`src/rtl/filter_pkg.sv`:
```
// Types and constants shared by the filter stage and its result writer.
package filter_pkg;

    typedef enum logic [1:0] {
        IDLE   = 2'd0,
        WAIT   = 2'd1,
        BURST  = 2'd2,
        FINISH = 2'd3
    } wr_state_t;

    localparam int WORD_BYTES         = 4;
    localparam int DEFAULT_BURST_LEN  = 4;
    localparam int DEFAULT_FIFO_DEPTH = 8;
    localparam int DEFAULT_FRAME_W    = 20;

endpackage

```
`src/rtl/result_fifo.sv`:
```
// First-word-fall-through FIFO; pointers carry one extra wrap bit so full and
// empty are told apart without a separate counter.
module result_fifo #(
    parameter int DEPTH = 8,
    parameter int WIDTH = 32
) (
    input  logic                     clk,
    input  logic                     n_rst,
    input  logic                     push,
    input  logic                     pop,
    input  logic [WIDTH-1:0]         wdata,
    output logic [WIDTH-1:0]         rdata,
    output logic                     full,
    output logic                     empty,
    output logic [$clog2(DEPTH):0]   count
);

    localparam int AW = $clog2(DEPTH);

    logic [WIDTH-1:0] mem [DEPTH];
    logic [AW:0]      wr_ptr_q;
    logic [AW:0]      rd_ptr_q;
    logic             do_push;
    logic             do_pop;

    // A push into a full FIFO is dropped even when a pop happens that cycle.
    assign do_push = push && !full;
    assign do_pop  = pop && !empty;

    always_ff @(posedge clk) begin
        if (do_push) begin
            mem[wr_ptr_q[AW-1:0]] <= wdata;
        end
    end

    always_ff @(posedge clk or negedge n_rst) begin
        if (!n_rst) begin
            wr_ptr_q <= '0;
            rd_ptr_q <= '0;
        end else begin
            if (do_push) begin
                wr_ptr_q <= wr_ptr_q + 1'b1;
            end
            if (do_pop) begin
                rd_ptr_q <= rd_ptr_q + 1'b1;
            end
        end
    end

    assign rdata = mem[rd_ptr_q[AW-1:0]];
    assign empty = (wr_ptr_q == rd_ptr_q);
    assign full  = (wr_ptr_q[AW] != rd_ptr_q[AW]) &&
                   (wr_ptr_q[AW-1:0] == rd_ptr_q[AW-1:0]);
    assign count = wr_ptr_q - rd_ptr_q;

endmodule

```
`src/rtl/filter_result_writer.sv`:
```
// Collects filter results in a FIFO and writes them back to the frame buffer
// as fixed-length bursts from an incrementing address.
module filter_result_writer
    import filter_pkg::*;
#(
    parameter int FIFO_DEPTH = DEFAULT_FIFO_DEPTH,
    parameter int BURST_LEN  = DEFAULT_BURST_LEN,
    parameter int FRAME_W    = DEFAULT_FRAME_W
) (
    input  logic               clk,
    input  logic               n_rst,
    input  logic               start,
    input  logic [31:0]        base_addr,
    input  logic [FRAME_W-1:0] frame_words,
    input  logic               pix_valid,
    input  logic [31:0]        pix_data,
    output logic               pix_ready,
    output logic               wr_req,
    output logic [31:0]        wr_addr,
    output logic [31:0]        wr_data,
    input  logic               wr_ack,
    output logic               busy,
    output logic               done,
    output logic               overflow_err
);

    localparam int                 CW      = $clog2(FIFO_DEPTH) + 1;
    localparam logic [FRAME_W-1:0] BURST_W = FRAME_W'(BURST_LEN);
    localparam logic [31:0]        STEP    = 32'(WORD_BYTES);

    wr_state_t          state_q, state_d;
    logic [31:0]        addr_q, addr_d;
    logic [FRAME_W-1:0] remaining_q, remaining_d;
    logic [FRAME_W-1:0] target_q, target_d;
    logic [FRAME_W-1:0] accepted_q, accepted_d;
    logic [FRAME_W-1:0] beat_cnt_q, beat_cnt_d;
    logic               overflow_q, overflow_d;
    logic               done_q, done_d;

    logic               push;
    logic               pop;
    logic               fifo_full;
    logic               fifo_empty;
    logic [CW-1:0]      fifo_count;
    logic [31:0]        fifo_rdata;
    logic [FRAME_W-1:0] burst_len;

    result_fifo #(
        .DEPTH (FIFO_DEPTH),
        .WIDTH (32)
    ) u_fifo (
        .clk   (clk),
        .n_rst (n_rst),
        .push  (push),
        .pop   (pop),
        .wdata (pix_data),
        .rdata (fifo_rdata),
        .full  (fifo_full),
        .empty (fifo_empty),
        .count (fifo_count)
    );

    // Ready depends on registered state only, so push and pop may coincide.
    assign pix_ready    = (state_q != IDLE) && !fifo_full && (accepted_q < target_q);
    assign push         = pix_valid && pix_ready;
    assign wr_req       = (state_q == BURST);
    assign pop          = wr_req && wr_ack;
    assign wr_addr      = addr_q;
    assign wr_data      = (wr_req && !fifo_empty) ? fifo_rdata : '0;
    assign busy         = (state_q != IDLE);
    assign done         = done_q;
    assign overflow_err = overflow_q;

    assign burst_len = (remaining_q < BURST_W) ? remaining_q : BURST_W;

    always_comb begin
        state_d     = state_q;
        addr_d      = addr_q;
        remaining_d = remaining_q;
        target_d    = target_q;
        accepted_d  = accepted_q;
        beat_cnt_d  = beat_cnt_q;
        overflow_d  = overflow_q;
        done_d      = 1'b0;

        if (push) begin
            accepted_d = accepted_q + 1'b1;
        end

        case (state_q)
            IDLE: begin
                if (pix_valid) begin
                    overflow_d = 1'b1;
                end
                if (start) begin
                    addr_d      = base_addr;
                    remaining_d = frame_words;
                    target_d    = frame_words;
                    accepted_d  = '0;
                    overflow_d  = pix_valid;
                    state_d     = (frame_words == '0) ? FINISH : WAIT;
                end
            end
            WAIT: begin
                if (FRAME_W'(fifo_count) >= burst_len) begin
                    beat_cnt_d = burst_len;
                    state_d    = BURST;
                end
            end
            BURST: begin
                if (wr_ack) begin
                    beat_cnt_d  = beat_cnt_q - 1'b1;
                    addr_d      = addr_q + STEP;
                    remaining_d = remaining_q - 1'b1;
                    // Leaving BURST after every burst guarantees a wr_req gap.
                    if (beat_cnt_q == FRAME_W'(1)) begin
                        state_d = (remaining_q == FRAME_W'(1)) ? FINISH : WAIT;
                    end
                end
            end
            FINISH: begin
                done_d  = 1'b1;
                state_d = IDLE;
            end
            default: state_d = IDLE;
        endcase
    end

    always_ff @(posedge clk or negedge n_rst) begin
        if (!n_rst) begin
            state_q     <= IDLE;
            addr_q      <= '0;
            remaining_q <= '0;
            target_q    <= '0;
            accepted_q  <= '0;
            beat_cnt_q  <= '0;
            overflow_q  <= 1'b0;
            done_q      <= 1'b0;
        end else begin
            state_q     <= state_d;
            addr_q      <= addr_d;
            remaining_q <= remaining_d;
            target_q    <= target_d;
            accepted_q  <= accepted_d;
            beat_cnt_q  <= beat_cnt_d;
            overflow_q  <= overflow_d;
            done_q      <= done_d;
        end
    end

endmodule

```
`config.mk`:
```
export PLATFORM = sky130hd
export DESIGN_NAME = filter_result_writer
export DESIGN_NICKNAME = d
export VERILOG_FILES = /design/src/rtl/filter_pkg.sv /design/src/rtl/result_fifo.sv /design/src/rtl/filter_result_writer.sv
export SDC_FILE = /design/constraint.sdc
export NUM_CORES = 1
export LEC_CHECK = 0
export BUFFER_PORTS_ARGS = -buffer_cell sky130_fd_sc_hd__buf_2
export CORE_ASPECT_RATIO = 0.5
export CORE_MARGIN = 2
export CORE_UTILIZATION = 25
export CTS_CLUSTER_SIZE = 8
export DETAILED_ROUTE_END_ITERATION = 10
export PLACE_DENSITY_LB_ADDON = 0.15
export RECOVER_POWER = 100
export SLEW_MARGIN = 10
export SYNTH_ARGS = -nofsm -noshare
export SYNTH_HDL_FRONTEND = slang
export SYNTH_SLANG_ARGS = --single-unit
export TNS_END_PERCENT = 100
```
`constraint.sdc`:
```
create_clock -name clk -period 12.9 [get_ports clk]
set_input_delay 1.29 -clock clk [delete_from_list [all_inputs] [get_ports clk]]
set_output_delay 1.29 -clock clk [all_outputs]
set_load 0.1 [all_outputs]
```
==> results.md, run 1 <==
Status:
- The flow ran to the end, but the final reports show violations.
- The checks that failed: capacitance limit, slew limit.

Setup path:
- The required time reported for the critical path endpoint is ~12 ns.
- The worst register-to-register path ends at u_fifo.mem[3][7]$_DFFE_PP_.
- The worst setup path startpoint is state_q[0]$_DFFE_PN0P_.
- The critical path's largest stage delay is roughly 2.0 ns.
- The number of cells on the worst reg-to-reg path is 10.
- The maximum fanout along the worst path is between 50 and 60.
- The worst setup path is launched from a flip-flop.
- The type of the setup path with the least slack is flip-flop to primary output.
- Traced cell by cell, the critical path runs through nand2b_2 -> clkbuf_1 -> clkinvlp_2 -> o21ai_4 -> buf_16 -> a21oi_1 -> clkbuf_1.
- The data arrival time at the worst-slack endpoint is 6.75 ns.
- The sort of element at the end of the critical path is a primary output.
- The register-to-register path setup slack is 5.32 ns.
- Among all stages on the critical path, the largest delay is contributed by sky130_fd_sc_hd__clkinvlp_2.
- In this run the critical register-to-register path is launched from u_fifo.rd_ptr_q[0]$_DFFE_PN0P_.
- The cell that appears most often on the critical path is sky130_fd_sc_hd__clkbuf_1.

GRT:
- The first global-routing pass estimated 70600 um of wire.
- Across every metal layer, demand over resource in global routing totals roughly an eighth.
- The number of global-route vias before repair is 11.5k.
- Entering global routing, the biggest net connects 82 pins.
- The number of antenna violations at the first check in global routing is 0.
- The aggregate global routing overflow is 0.

Clock tree:
- The number of buffers inserted for hold repair after clock tree synthesis is 0.
- The number of buffers inserted during clock tree synthesis is 53.
- The count of H-tree levels built during CTS is 2.
- The later-pin clock latency in the skew report is 0.59 ns.
- TritonCTS built the clock tree.
- The number of setup buffers added after CTS is 0.
- The number of gates resized after CTS was 0.
- The total clock sinks is between 300 and 400.
- After clock tree synthesis, the clock-pin slew on the worst setup and hold paths is roughly 0.05 ns.
- In this run the clock root is driven by a sky130_fd_sc_hd__clkbuf_16.
- No sink is reached through more buffers than the 3 on the longest clock path.

STA:
- The final setup violation count is 0.
- At the pin with the least slew margin, the transition time is ~4.7 ns.
- Clock skew on the completed layout was measured at 0.0224 ns.
- Setup repair after global routing left no endpoint under its margin.
- The final period demand of the worst path is about 8 ns.
- The final setup slack of the worst path is roughly 5 ns.
- Of the available clock period, the critical path in the final layout requires about 62%.
- The number of slew-limit violations in the final report was around 660.
- Based on the critical path, the design can be clocked at up to 0.124 GHz.
- Setup total negative slack on the finished layout was measured at 0 ns.
- The worst slew margin relative to its limit is -213%.
- The count of endpoints failing hold in the final timing report is 0.

Floorplan:
- The floorplan step set the die height to 189 um.
- The starting density of the core is 25.4%.
- The number of cell rows is 67.
- The die covers 70300 um^2.
- The width of the chip is around 370 um.
- The core region is between 60000 and 70000 um^2.
- The count of pins on the block boundary is 158.

Yosys:
- Summing the sequential cell areas from Yosys gives ~63% of the chip area.
- The unique cell type count in the Yosys netlist is between 60 and 70.
- The Yosys step of the flow raised 0 warnings.
- Synthesis produced approximately 1.3k cells.
- Counting every net in the synthesized netlist gives roughly 1.4k.
- In this run, synthesis produced a sequential element count of 380.
- The number of flops mapped to enable cells by yosys is 256.
- A synthesized cell averages about 13 um^2.
- The share of synthesized registers carrying an async set or reset is 32.6%.
- The synthesized netlist occupies a cell area of ~17000 um^2.
- The top flip-flop cell by instance count after synthesis is sky130_fd_sc_hd__edfxtp_1.

Place:
- The placement-stage cell area is between 15000 and 20000 um^2.
- Before CTS, the worst setup slack after placement is roughly 8.4 ns.
- In this run the tool buffered the top-level ports with about 160 buffer cells.
- The half-perimeter wire length after placement is roughly 28000 um.
- The weighted congestion reported at the end of routability-driven placement is ~0.74.

Pwr:
- The cell leakage power is ~0.007 uW.
- After layout, the design draws a total of just over 5000 uW.
- The share of total power dissipated in the clock network is between 20% and 30%.
- The internal power component is between 2000 and 3000 uW.
- The switching power as a share of total power is around 43%.
- VDD sags by at most around 0.00013 V.
- Summed over all nets, the switching power comes to 2220 uW.
- The power per unit of standard cell area is approximately 260 nW/um^2.
- The share of total power dissipated in sequential elements is roughly 37%.
- Of the total power, combinational logic draws 38.9%.

Final layout:
- The area overhead of the layout relative to synthesis is 18.5%.
- The proportion of layout cells with a drive suffix above 1 is between 10% and 20%.
- The final non-filler cell area is roughly 20000 um^2.
- The net count of the finished layout is ~1.6k.
- The top cell types in the final layout, fill and taps aside, are sky130_fd_sc_hd__edfxtp_1 (256), sky130_fd_sc_hd__nand2_1 (161), sky130_fd_sc_hd__clkbuf_1 (125).
- At the end of the flow the core is filled with cells to between 30% and 40%.
- The layout has between 6k and 7k filler cells.
- The count of antenna diodes in the layout is 0.
- Leaving out fill and tap cells, the most frequent cell in the layout is sky130_fd_sc_hd__edfxtp_1.

Drt:
- In this run the remaining antenna-violating nets after routing total 0.
- The first detailed-routing pass ran for 5 iterations.
- After detailed routing, the number of vias per cell comes to 4.71.
- The number of DRC violations after detailed-routing iteration 0 is 664.
- The total length of routed wires is 45800 um.
- Dividing the detail-routed wire length by the instance count gives between 15 and 20 um.
- The number of DRC violations after detailed routing is 0.
- The total number of vias is roughly 11k.

Flow run:
- The tool flagged a number of max-cap violations equal to 14.

Min path:
- The worst hold path belongs to the class flip-flop to flip-flop.
- The destination of the worst hold path is wr_addr[1]$_DFFE_PN0P_.
- Along the worst hold path, the cell count comes to 2.
- The launch instance of the worst min-delay path is wr_addr[1]$_DFFE_PN0P_.
## cells in the mapped netlist (6+ instances only)
cell	count	area share, %
sky130_fd_sc_hd__nand2_1	161	3.5
sky130_fd_sc_hd__and4_1	6	0.31
sky130_fd_sc_hd__buf_1	16	0.35
sky130_fd_sc_hd__o21ai_0	82	2.4
sky130_fd_sc_hd__ha_1	34	2.5
sky130_fd_sc_hd__o22ai_1	16	0.59
sky130_fd_sc_hd__a21oi_1	123	3.6
sky130_fd_sc_hd__nor3_1	19	0.56
sky130_fd_sc_hd__clkbuf_1	52	1.1
sky130_fd_sc_hd__nand4_1	19	0.70
sky130_fd_sc_hd__o31ai_1	13	0.57
sky130_fd_sc_hd__xnor2_1	12	0.62
sky130_fd_sc_hd__and3_1	15	0.55
sky130_fd_sc_hd__nand3_1	34	1.0
sky130_fd_sc_hd__o41ai_1	7	0.36
sky130_fd_sc_hd__o2111ai_1	9	0.46
sky130_fd_sc_hd__a21o_1	9	0.40
sky130_fd_sc_hd__o22a_1	8	0.41
sky130_fd_sc_hd__or4_1	8	0.35
sky130_fd_sc_hd__mux4_2	64	8.5
sky130_fd_sc_hd__buf_2	6	0.18
sky130_fd_sc_hd__inv_1	50	1.1
sky130_fd_sc_hd__edfxtp_1	256	45
sky130_fd_sc_hd__nor4_1	22	0.81
sky130_fd_sc_hd__dfrtp_1	124	18
sky130_fd_sc_hd__nor2_1	65	1.4
sky130_fd_sc_hd__or3_1	6	0.22
sky130_fd_sc_hd__o21a_1	7	0.31
sky130_fd_sc_hd__a31oi_1	10	0.37
## metrics by stage
step / hold slack, ns / instances
5_1_grt: 0.498 / 2385
3_5_place_dp: 0.462 / 2321
4_1_cts: 0.475 / 2384
2_1_floorplan: 0.446 / 1318
3_3_place_gp: 0.458 / 2321
6_report: 0.476 / 2385
## worst max-delay path by stage
stage / to / slack (ns) / depth (start not counted)
finish: wr_data[11] / 4.86 / 7
global route: wr_data[13] / 4.33 / 7
CTS: wr_data[13] / 7.71 / 6
detailed placement: wr_data[13] / 8.35 / 6
global placement: wr_data[14] / 8.39 / 6
floorplan: u_fifo.mem[1][0]$_DFFE_PP_ / 6.58 / 11
## logic make-up (layout without fill, tap and decap cells)
logic type / Yosys count / count (layout) / synth area share (%)
DFF: 380 / 380 / 63.4
and+or+nand+nor: 378 / 378 / 10.6
AOI/OAI and AO/OA: 314 / 314 / 11.0
buffers and inverters: 125 / 295 / 2.80
muxes: 70 / 70 / 8.83
adders and majority gates: 35 / 35 / 2.62
xor gates and xnor gates: 15 / 15 / 0.772
other: 1 / 1 / 0.0220
## power by group through the flow
stage                     sequential, uW  combinational (uW)  clock (uW)
after floorplan                     2170                1280           0
after detailed placement            1920                2070           0
after global routing                1950                2210        1360
final                               1900                2020        1270
after global placement              1920                2070           0
after CTS                           1900                2080        1320
## state kept, by name (all words and copies together), names as in the netlist
signal,count
u_fifo.wr_ptr_q,4
remaining_q,20
wr_addr,32
beat_cnt_q,20
u_fifo.rd_ptr_q,4
overflow_err,1
done,1
state_q,2
accepted_q,20
target_q,20
u_fifo.mem,256
## worst max-delay path, delay by kind of cell, from the launching register on
family	cells	cell delay, ns
AOI/OAI and AO/OA	2	0.77
DFF	1	0.44
and+or+nand+nor	1	0.15
buffers and inverters	4	4.72
## metal layers
metal	track usage (%)	vias to the layer above	part of all wire [%]
li1	-	5329	-
met1	16.8	5657	45
met2	22.3	169	50
met3	2.36	69	3.6
met4	3.19	0	2.1
met5	0	-	0
## layout make-up
cell class,instances,area [um^2],area share [%]
inverter,51,193,0.955
multi-input combinational,813,5820,28.8
sequential,380,10800,53.5
clock inverter,4,98.8,0.490
tap,897,1120,5.56
timing repair buffer,181,795,3.94
clock buffer,59,1350,6.69
No activity file was read; power rests on OpenSTA's default activity.
==> run 2, diff against run 1 <==
clock period = 6.73 ns   (was 12.9 ns; I/O delays follow)
==> results.md, run 2 (synthesis results as in run 1) <==
Clock tree:
- The maximum root-to-sink buffer count is 3 (unchanged).
- The buffer count from post-CTS setup fixing is 0 (unchanged).
- The library cell used as clock root buffer was sky130_fd_sc_hd__clkbuf_16 (unchanged).
- The CTS tree is built (unchanged).
- The later-pin clock latency in the skew report was 0.59 ns (about the same).
- The number of cells upsized or downsized after cts was 0 (unchanged).
- The total clock sinks was 380 (unchanged).
- The number of buffers inserted for hold repair after clock tree synthesis is 0 (unchanged).
- The count of H-tree levels built during CTS is 2 (unchanged).
- The number of buffers inserted during clock tree synthesis is 53 (unchanged).
- The clock transition at the register clock pins on the worst setup and hold paths after CTS is 0.05 ns (about the same).

Drt:
- The number of DRC violations after detailed routing is 0 (unchanged).
- The wire length per cell after detailed routing is 19.0 um (was 19.2 um).
- The total number of vias is 11.2k (about the same).
- The post-detailed-route via-to-cell ratio came to 4.68 (was 4.71).
- The post-route antenna net violation count is 0 (unchanged).
- The first-pass iteration count of the detailed router is 5 (unchanged).
- The number of DRC violations after detailed-routing iteration 0 was 632 (was 664).
- The total length of routed wires was 45600 um (was 45800 um).

STA:
- The final setup slack of the worst path is 1.41 ns (was 4.86 ns).
- The worst slew margin relative to its limit is -156% (was -213%).
- The final total negative setup slack is 0 ns (unchanged).
- The number of slew-limit violations in the final report is 271 (was 663).
- The final setup violation count is 0 (unchanged).
- The worst path uses between 70% and 80% of the clock period.
- The slew at the pin with the worst max-slew slack is 3.84 ns (was 4.69 ns).
- The smallest clock period supported by the final layout is computed as around 5.3 ns.
- The count of endpoints failing hold in the final timing report is 0 (unchanged).
- Timing would allow up to between 0.15 and 0.2 GHz.
- Setup repair after global routing missed its margin: false (unchanged).
- The final worst clock skew is 0.0303 ns (was 0.0224 ns).
- The final hold slack came to 0.300 ns (was 0.476 ns).

Place:
- The count of buffers from port buffering is 157 (unchanged).
- The pre-CTS setup slack is 2.00 ns (was 8.35 ns).
- The half-perimeter wire length after placement is 28300 um (about the same).
- The number of instances in the placed design came to 2322 (was 2321).
- The weighted congestion reported at the end of routability-driven placement is 0.754 (was 0.739).

Flow run:
- The number of max-cap violations is 5 (was 14).

Setup path:
- The critical register-to-register path startpoint is u_fifo.rd_ptr_q[2]$_DFFE_PN0P_ (was u_fifo.rd_ptr_q[0]$_DFFE_PN0P_).
- The data arrival time at the worst-slack endpoint was 5.52 ns (was 6.75 ns).
- The required time reported for the critical path endpoint is 6.93 ns (was 11.61 ns).
- The type of the setup path with the least slack is flip-flop to flip-flop (was flip-flop to primary output).
- The path depth of the worst reg2reg path is 11 (was 10).
- The nature of the critical path startpoint is a flip-flop (unchanged).
- The worst setup path startpoint is u_fifo.rd_ptr_q[2]$_DFFE_PN0P_ (was state_q[0]$_DFFE_PN0P_).
- The sort of element at the end of the critical path was a flip-flop (was primary output).
- The maximum fanout along the worst path is 35 (was 57).

Final layout:
- The count of non-filler cells in the finished layout was 2402 (was 2385).
- Commonest cells after routing, fill and taps aside: sky130_fd_sc_hd__edfxtp_1 (256), sky130_fd_sc_hd__nand2_1 (160), sky130_fd_sc_hd__clkbuf_1 (129) (was sky130_fd_sc_hd__edfxtp_1 (256), sky130_fd_sc_hd__nand2_1 (161), sky130_fd_sc_hd__clkbuf_1 (125)).
- The number of flip-flops in the largest register is 256 (unchanged).
- The area overhead of the layout relative to synthesis came to 18.7% (was 18.5%).
- The area taken by multi-input logic gates is 5800 um^2 (was 5820 um^2).
- The number of nets in the final layout is 1604 (unchanged).
- The filler cell count is 6822 (was 6834).
- The most common library cell in the layout ignoring fill and taps is sky130_fd_sc_hd__edfxtp_1 (unchanged).
- The proportion of layout cells with a drive suffix above 1 is 14.3% (was 13.6%).
- The footprint of the flip-flops and latches came to 10800 um^2 (about the same).

Floorplan:
- The count of pins on the block boundary is 158 (unchanged).
- The starting density of the core came to 25.4% (unchanged).
- The number of cell rows is 67 (unchanged).
- The area of the die is 70300 um^2 (unchanged).
- The width of the chip came to 373 um (unchanged).
- The standard cell core area is 67100 um^2 (unchanged).
- The height of the die is 189 um (unchanged).

Pwr:
- The maximum VDD drop is 0.000258 V (was 0.000128 V).
- The internal power component was 5650 uW (was 2970 uW).
- The power per unit of standard cell area is 489 nW/um^2 (was 257 nW/um^2).
- The combinational share of power is 38.9% (about the same).
- The relative contribution of sequential cells to total power is 36.6% (about the same).
- The cell leakage power is 0.00711 uW (was 0.00707 uW).
- The net load switching power is 4240 uW (was 2220 uW).
- The clock network power share is 24.6% (was 24.5%).
- The switching power as a share of total power is 42.9% (was 42.8%).
- The post-layout total power came to 9890 uW (was 5180 uW).

GRT:
- The total track usage is 12.9% (about the same).
- The wire length of the first global-routing pass is 70800 um (was 70600 um).
- The pin count of the biggest net entering global routing is 84 (was 82).
- The number of global-route vias before repair is 11.6k (was 11.5k).
- The aggregate global routing overflow was 0 (unchanged).
- The number of antenna violations at the first check in global routing came to 1 (was 0).

Min path:
- The launch instance of the worst min-delay path is base_addr[0] (was wr_addr[1]$_DFFE_PN0P_).
- The hold path depth was 3 (was 2).
- The class of the worst hold path is input port to flip-flop (was flip-flop to flip-flop).

Status:
- Violations in the final reports: capacitance limit, slew limit (unchanged).
- Run status: complete, but fails checks (unchanged).
[run 2: changes by cell type in the layout (fill, tap and decap cells not counted), sizes merged]
| cell | previous run | this run |
|---|---|---|
| diode | 0 | 1 |
| bufinv | 1 | 0 |
| buf | 62 | 73 |
| inv | 51 | 52 |
| clkbuf | 178 | 183 |
[run 2: worst paths after layout]
| check | endpoint | slack (ns) |
|---|---|---|
| worst min-delay path | wr_addr[0]$_DFFE_PN0P_ | 0.30 |
| worst max register to register | u_fifo.mem[0][5]$_DFFE_PP_ | 1.41 |
| min in group asynchronous | beat_cnt_q[17]$_DFFE_PN0P_ | 1.41 |
| worst max-delay path | u_fifo.mem[0][5]$_DFFE_PP_ | 1.41 |
| worst min register to register | wr_addr[0]$_DFFE_PN0P_ | 0.48 |
| max in group asynchronous | target_q[10]$_DFFE_PN0P_ | 2.14 |
[run 2: metrics by stage]
stage	cell area (um^2)	util, %
final	20200	30.1
after detailed placement	18900	28.2
after global placement	18900	28.2
after CTS	20400	30.4
after floorplan	17000	-
after global routing	20200	30.1
[run 2: worst max-delay path, cell delays in order, from the launching register on]
cell,delay [ns]
sky130_fd_sc_hd__dfrtp_1,1.37
sky130_fd_sc_hd__inv_1,0.18
sky130_fd_sc_hd__ha_1,0.41
sky130_fd_sc_hd__and3_1,0.18
sky130_fd_sc_hd__a211oi_1,0.32
sky130_fd_sc_hd__nand3_1,0.12
sky130_fd_sc_hd__buf_4,0.23
sky130_fd_sc_hd__nor2b_1,0.82
sky130_fd_sc_hd__nor2_1,0.23
sky130_fd_sc_hd__buf_4,0.25
sky130_fd_sc_hd__nor4_2,0.20
sky130_fd_sc_hd__clkbuf_1,0.60
[run 2: power by group through the flow]
stage / sequential, uW / combinational (uW) / clock, uW
3_5_place_dp: 3670 / 3970 / 0
3_3_place_gp: 3670 / 3960 / 0
5_1_grt: 3710 / 4200 / 2630
4_1_cts: 3630 / 3990 / 2530
2_1_floorplan: 4150 / 2460 / 0
6_report: 3620 / 3840 / 2430
[run 2: cell type report]
class / count / area share, %
Clock inverter: 4 / 0.316
Tap cell: 897 / 5.55
Timing Repair Buffer: 181 / 4.04
Sequential cell: 380 / 53.4
Inverter: 51 / 0.954
Clock buffer: 75 / 6.97
Multi-Input combinational cell: 813 / 28.7
Antenna cell: 1 / 0.0124
[run 2: layer usage]
layer / part of all wire, % / track usage [%]
met1: 44 / 16.5
met2: 51 / 22.9
met3: 3.6 / 2.25
met4: 1.6 / 2.78
met5: 0 / 0
==> run 3, diff against run 2 <==
clock period = 4.95 ns   (was 6.73 ns; I/O delays follow)
==> results.md, run 3 (synthesis results as in run 1) <==
STA:
- The final setup violation count is 0 (unchanged).
- The final hold slack is 0.0937 ns (was 0.300 ns).
- The final setup slack of the worst path is 0.720 ns (was 1.41 ns).
- The slew at the pin with the worst max-slew slack came to 2.68 ns (was 3.84 ns).
- Setup repair after global routing missed its margin: false (unchanged).
- The final worst-path cycle share is between 80% and 90%.
- The final total negative setup slack is 0 ns (unchanged).
- The final worst clock skew is 0.0158 ns (was 0.0303 ns).
- The number of slew-limit violations in the final report is 208 (was 271).
- Timing would allow up to about 0.24 GHz.
- The final period demand of the worst path is roughly 4.2 ns.
- The worst slew margin relative to its limit is -78.9% (was -156%).
- The count of endpoints failing hold in the final timing report is 0 (unchanged).

Pwr:
- The cell leakage power is 0.00724 uW (was 0.00711 uW).
- The switching power as a share of total power is 43.1% (was 42.9%).
- The combinational share of power is 39.7% (was 38.9%).
- The relative contribution of sequential cells to total power is 35.6% (was 36.6%).
- The internal power component is 7750 uW (was 5650 uW).
- The power per unit of standard cell area is 669 nW/um^2 (was 489 nW/um^2).
- The net load switching power came to 5880 uW (was 4240 uW).
- The maximum VDD drop is 0.000297 V (was 0.000258 V).
- The clock network power share is 24.7% (was 24.6%).

Min path:
- The hold path depth is 3 (unchanged).
- The class of the worst hold path is input port to flip-flop (unchanged).

Clock tree:
- The number of buffers inserted for hold repair after clock tree synthesis is 0 (unchanged).
- The library cell used as clock root buffer was sky130_fd_sc_hd__clkbuf_16 (unchanged).
- The count of H-tree levels built during CTS is 2 (unchanged).
- The buffer count from post-CTS setup fixing is 0 (unchanged).
- The total clock sinks came to 380 (unchanged).
- The clock transition at the register clock pins on the worst setup and hold paths after CTS was 0.05 ns (about the same).
- The number of cells upsized or downsized after cts is 0 (unchanged).
- The CTS tree was built (unchanged).
- The number of buffers inserted during clock tree synthesis came to 53 (unchanged).
- The maximum root-to-sink buffer count is 3 (unchanged).
- The later-pin clock latency in the skew report is 0.60 ns (was 0.59 ns).

Final layout:
- The end-of-flow core utilization is 30.3% (was 30.1%).
- The number of flip-flops in the largest register is 256 (unchanged).
- The most common library cell in the layout ignoring fill and taps is sky130_fd_sc_hd__edfxtp_1 (unchanged).
- The number of nets in the final layout is 1608 (was 1604).
- The area overhead of the layout relative to synthesis is 19.6% (was 18.7%).
- The footprint of the flip-flops and latches is 10800 um^2 (about the same).
- The filler cell count is 6792 (was 6822).
- The proportion of layout cells with a drive suffix above 1 is 16.5% (was 14.3%).
- Commonest cells after routing, fill and taps aside: sky130_fd_sc_hd__edfxtp_1 (256), sky130_fd_sc_hd__nand2_1 (161), sky130_fd_sc_hd__a21oi_1 (122) (was sky130_fd_sc_hd__edfxtp_1 (256), sky130_fd_sc_hd__nand2_1 (160), sky130_fd_sc_hd__clkbuf_1 (129)).
- The count of non-filler cells in the finished layout is 2404 (was 2402).
- The area taken by multi-input logic gates is 5880 um^2 (was 5800 um^2).

Floorplan:
- The starting density of the core came to 25.4% (unchanged).
- The standard cell core area is 67100 um^2 (unchanged).
- The width of the chip came to 373 um (unchanged).
- The count of pins on the block boundary was 158 (unchanged).
- The height of the die is 189 um (unchanged).
- The number of cell rows is 67 (unchanged).
- The area of the die is 70300 um^2 (unchanged).

Setup path:
- The type of the setup path with the least slack is flip-flop to primary output (was flip-flop to flip-flop).
- The path depth of the worst reg2reg path is 14 (was 11).
- The worst setup path startpoint is u_fifo.wr_ptr_q[0]$_DFFE_PN0P_ (was u_fifo.rd_ptr_q[2]$_DFFE_PN0P_).
- Cells traversed along the worst timing path: inv_1 -> ha_1 -> nand3_1 -> o21ai_4 -> clkbuf_1 -> a21oi_1 -> clkbuf_2 (was inv_1 -> ha_1 -> and3_1 -> a211oi_1 -> nand3_1 -> buf_4 -> nor2b_1 -> nor2_1 -> buf_4 -> nor4_2 -> clkbuf_1).
- The nature of the critical path startpoint is a flip-flop (unchanged).
- The critical register-to-register path startpoint was remaining_q[11]$_DFFE_PN0P_ (was u_fifo.rd_ptr_q[2]$_DFFE_PN0P_).
- The worst flop-to-flop path endpoint is beat_cnt_q[2]$_DFFE_PN0P_ (was u_fifo.mem[0][5]$_DFFE_PP_).
- The cell with the largest stage delay on the worst path is sky130_fd_sc_hd__clkbuf_1 (was sky130_fd_sc_hd__dfrtp_1).
- The required time reported for the critical path endpoint is 4.45 ns (was 6.93 ns).
- The data arrival time at the worst-slack endpoint is 3.73 ns (was 5.52 ns).
- The maximum fanout along the worst path was 13 (was 35).
- The end of the critical path is wr_data[21] (was u_fifo.mem[0][5]$_DFFE_PP_).
- The cell type group with the largest total delay on the critical path is buffers and inverters (was simple AND/OR/NAND/NOR gates).
- The sort of element at the end of the critical path is a primary output (was flip-flop).
- The cell depth of the worst setup path is 7 (was 11).
- The critical path's largest stage delay came to 0.70 ns (was 1.37 ns).
- The register-to-register path setup slack is 0.81 ns (was 1.41 ns).
- The combined buffer and inverter count along the critical path is 3 (was 4).

Drt:
- The first-pass iteration count of the detailed router came to 6 (was 5).
- The wire length per cell after detailed routing is 19.4 um (was 19.0 um).
- The number of DRC violations after detailed routing is 0 (unchanged).
- The number of DRC violations after detailed-routing iteration 0 is 709 (was 632).
- The wire length on met2 is 23200 um (was 23300 um).
- The met3 layer wire length in the routed design came to 1590 um (was 1620 um).
- The total number of vias is 11.3k (was 11.2k).
- The post-detailed-route via-to-cell ratio is 4.70 (was 4.68).
- The total length of routed wires came to 46700 um (was 45600 um).
- The post-route antenna net violation count came to 0 (unchanged).
- The highest signal layer in the routed design is met4 (unchanged).
- The met1 wire length was 21200 um (was 20000 um).

Place:
- The half-perimeter wire length after placement is 28200 um (was 28300 um).
- The weighted congestion reported at the end of routability-driven placement came to 0.759 (was 0.754).
- The number of instances in the placed design is 2326 (was 2322).
- The count of buffers from port buffering came to 157 (unchanged).
- The pre-CTS setup slack is 1.27 ns (was 2.00 ns).

GRT:
- The total track usage came to 13.3% (was 12.9%).
- The wire length of the first global-routing pass is 72100 um (was 70800 um).
- The pin count of the biggest net entering global routing is 87 (was 84).
- The aggregate global routing overflow is 0 (unchanged).
- The number of global-route vias before repair is 11.5k (was 11.6k).
- The number of antenna violations at the first check in global routing was 3 (was 1).

Status:
- Violations in the final reports: capacitance limit, slew limit (unchanged).
- Run status: complete, but fails checks (unchanged).

Flow run:
- The number of max-cap violations came to 4 (was 5).
## run 3: cell types whose count changed in the layout (fill, tap and decap cells not counted), moves of 2 or more
cell / change
sky130_fd_sc_hd__nor4_1: -5
sky130_fd_sc_hd__diode_2: +2
sky130_fd_sc_hd__nor4_4: +6
sky130_fd_sc_hd__buf_2: +10
sky130_fd_sc_hd__clkbuf_1: -29
sky130_fd_sc_hd__clkbuf_2: +18
## run 3: metal layers
layer / vias to the layer above / track usage [%]
li1: 5360 / -
met3: 61 / 2.34
met2: 149 / 22.3
met5: - / 0
met1: 5733 / 17.5
met4: 0 / 3.94
## run 3: through the flow
stage	power (uW)	area (um^2)
3_3_place_gp	10500	19000
4_1_cts	13900	20500
6_report	13600	20400
2_1_floorplan	9000	17100
5_1_grt	14500	20400
3_5_place_dp	10500	19000
## run 3: final cells by class
| cell class | instances | share of cell area [%] |
|---|---|---|
| Antenna cell | 3 | 0.0369 |
| Clock buffer | 71 | 6.84 |
| Clock inverter | 4 | 0.485 |
| Inverter | 51 | 0.946 |
| Multi-Input combinational cell | 813 | 28.9 |
| Sequential cell | 380 | 53.0 |
| Tap cell | 897 | 5.51 |
| Timing Repair Buffer | 185 | 4.28 |
## run 3: worst min path at each step
| stage | slack [ns] | start | to |
|---|---|---|---|
| 4_1_cts | 0.01 | n_rst | beat_cnt_q[10]$_DFFE_PN0P_ |
| 3_5_place_dp | 0.46 | wr_addr[1]$_DFFE_PN0P_ | wr_addr[1]$_DFFE_PN0P_ |
| 2_1_floorplan | 0.20 | n_rst | accepted_q[0]$_DFF_PN0_ |
| 5_1_grt | 0.09 | base_addr[1] | wr_addr[1]$_DFFE_PN0P_ |
| 3_3_place_gp | 0.46 | wr_addr[1]$_DFFE_PN0P_ | wr_addr[1]$_DFFE_PN0P_ |
| 6_report | 0.09 | base_addr[0] | wr_addr[0]$_DFFE_PN0P_ |
## run 3: worst min-delay path, delay by kind of cell
family / cells / cell delay (ns)
buffers and inverters: 1 / 0.07
and+or+nand+nor: 2 / 0.09
## run 3: power by group through the flow
stage,Sequential [uW],Clock [uW],Combinational (uW)
floorplan,5640,0,3360
global placement,4920,0,5570
detailed placement,4920,0,5580
CTS,4870,3480,5590
global route,4970,3640,5910
finish,4850,3360,5420
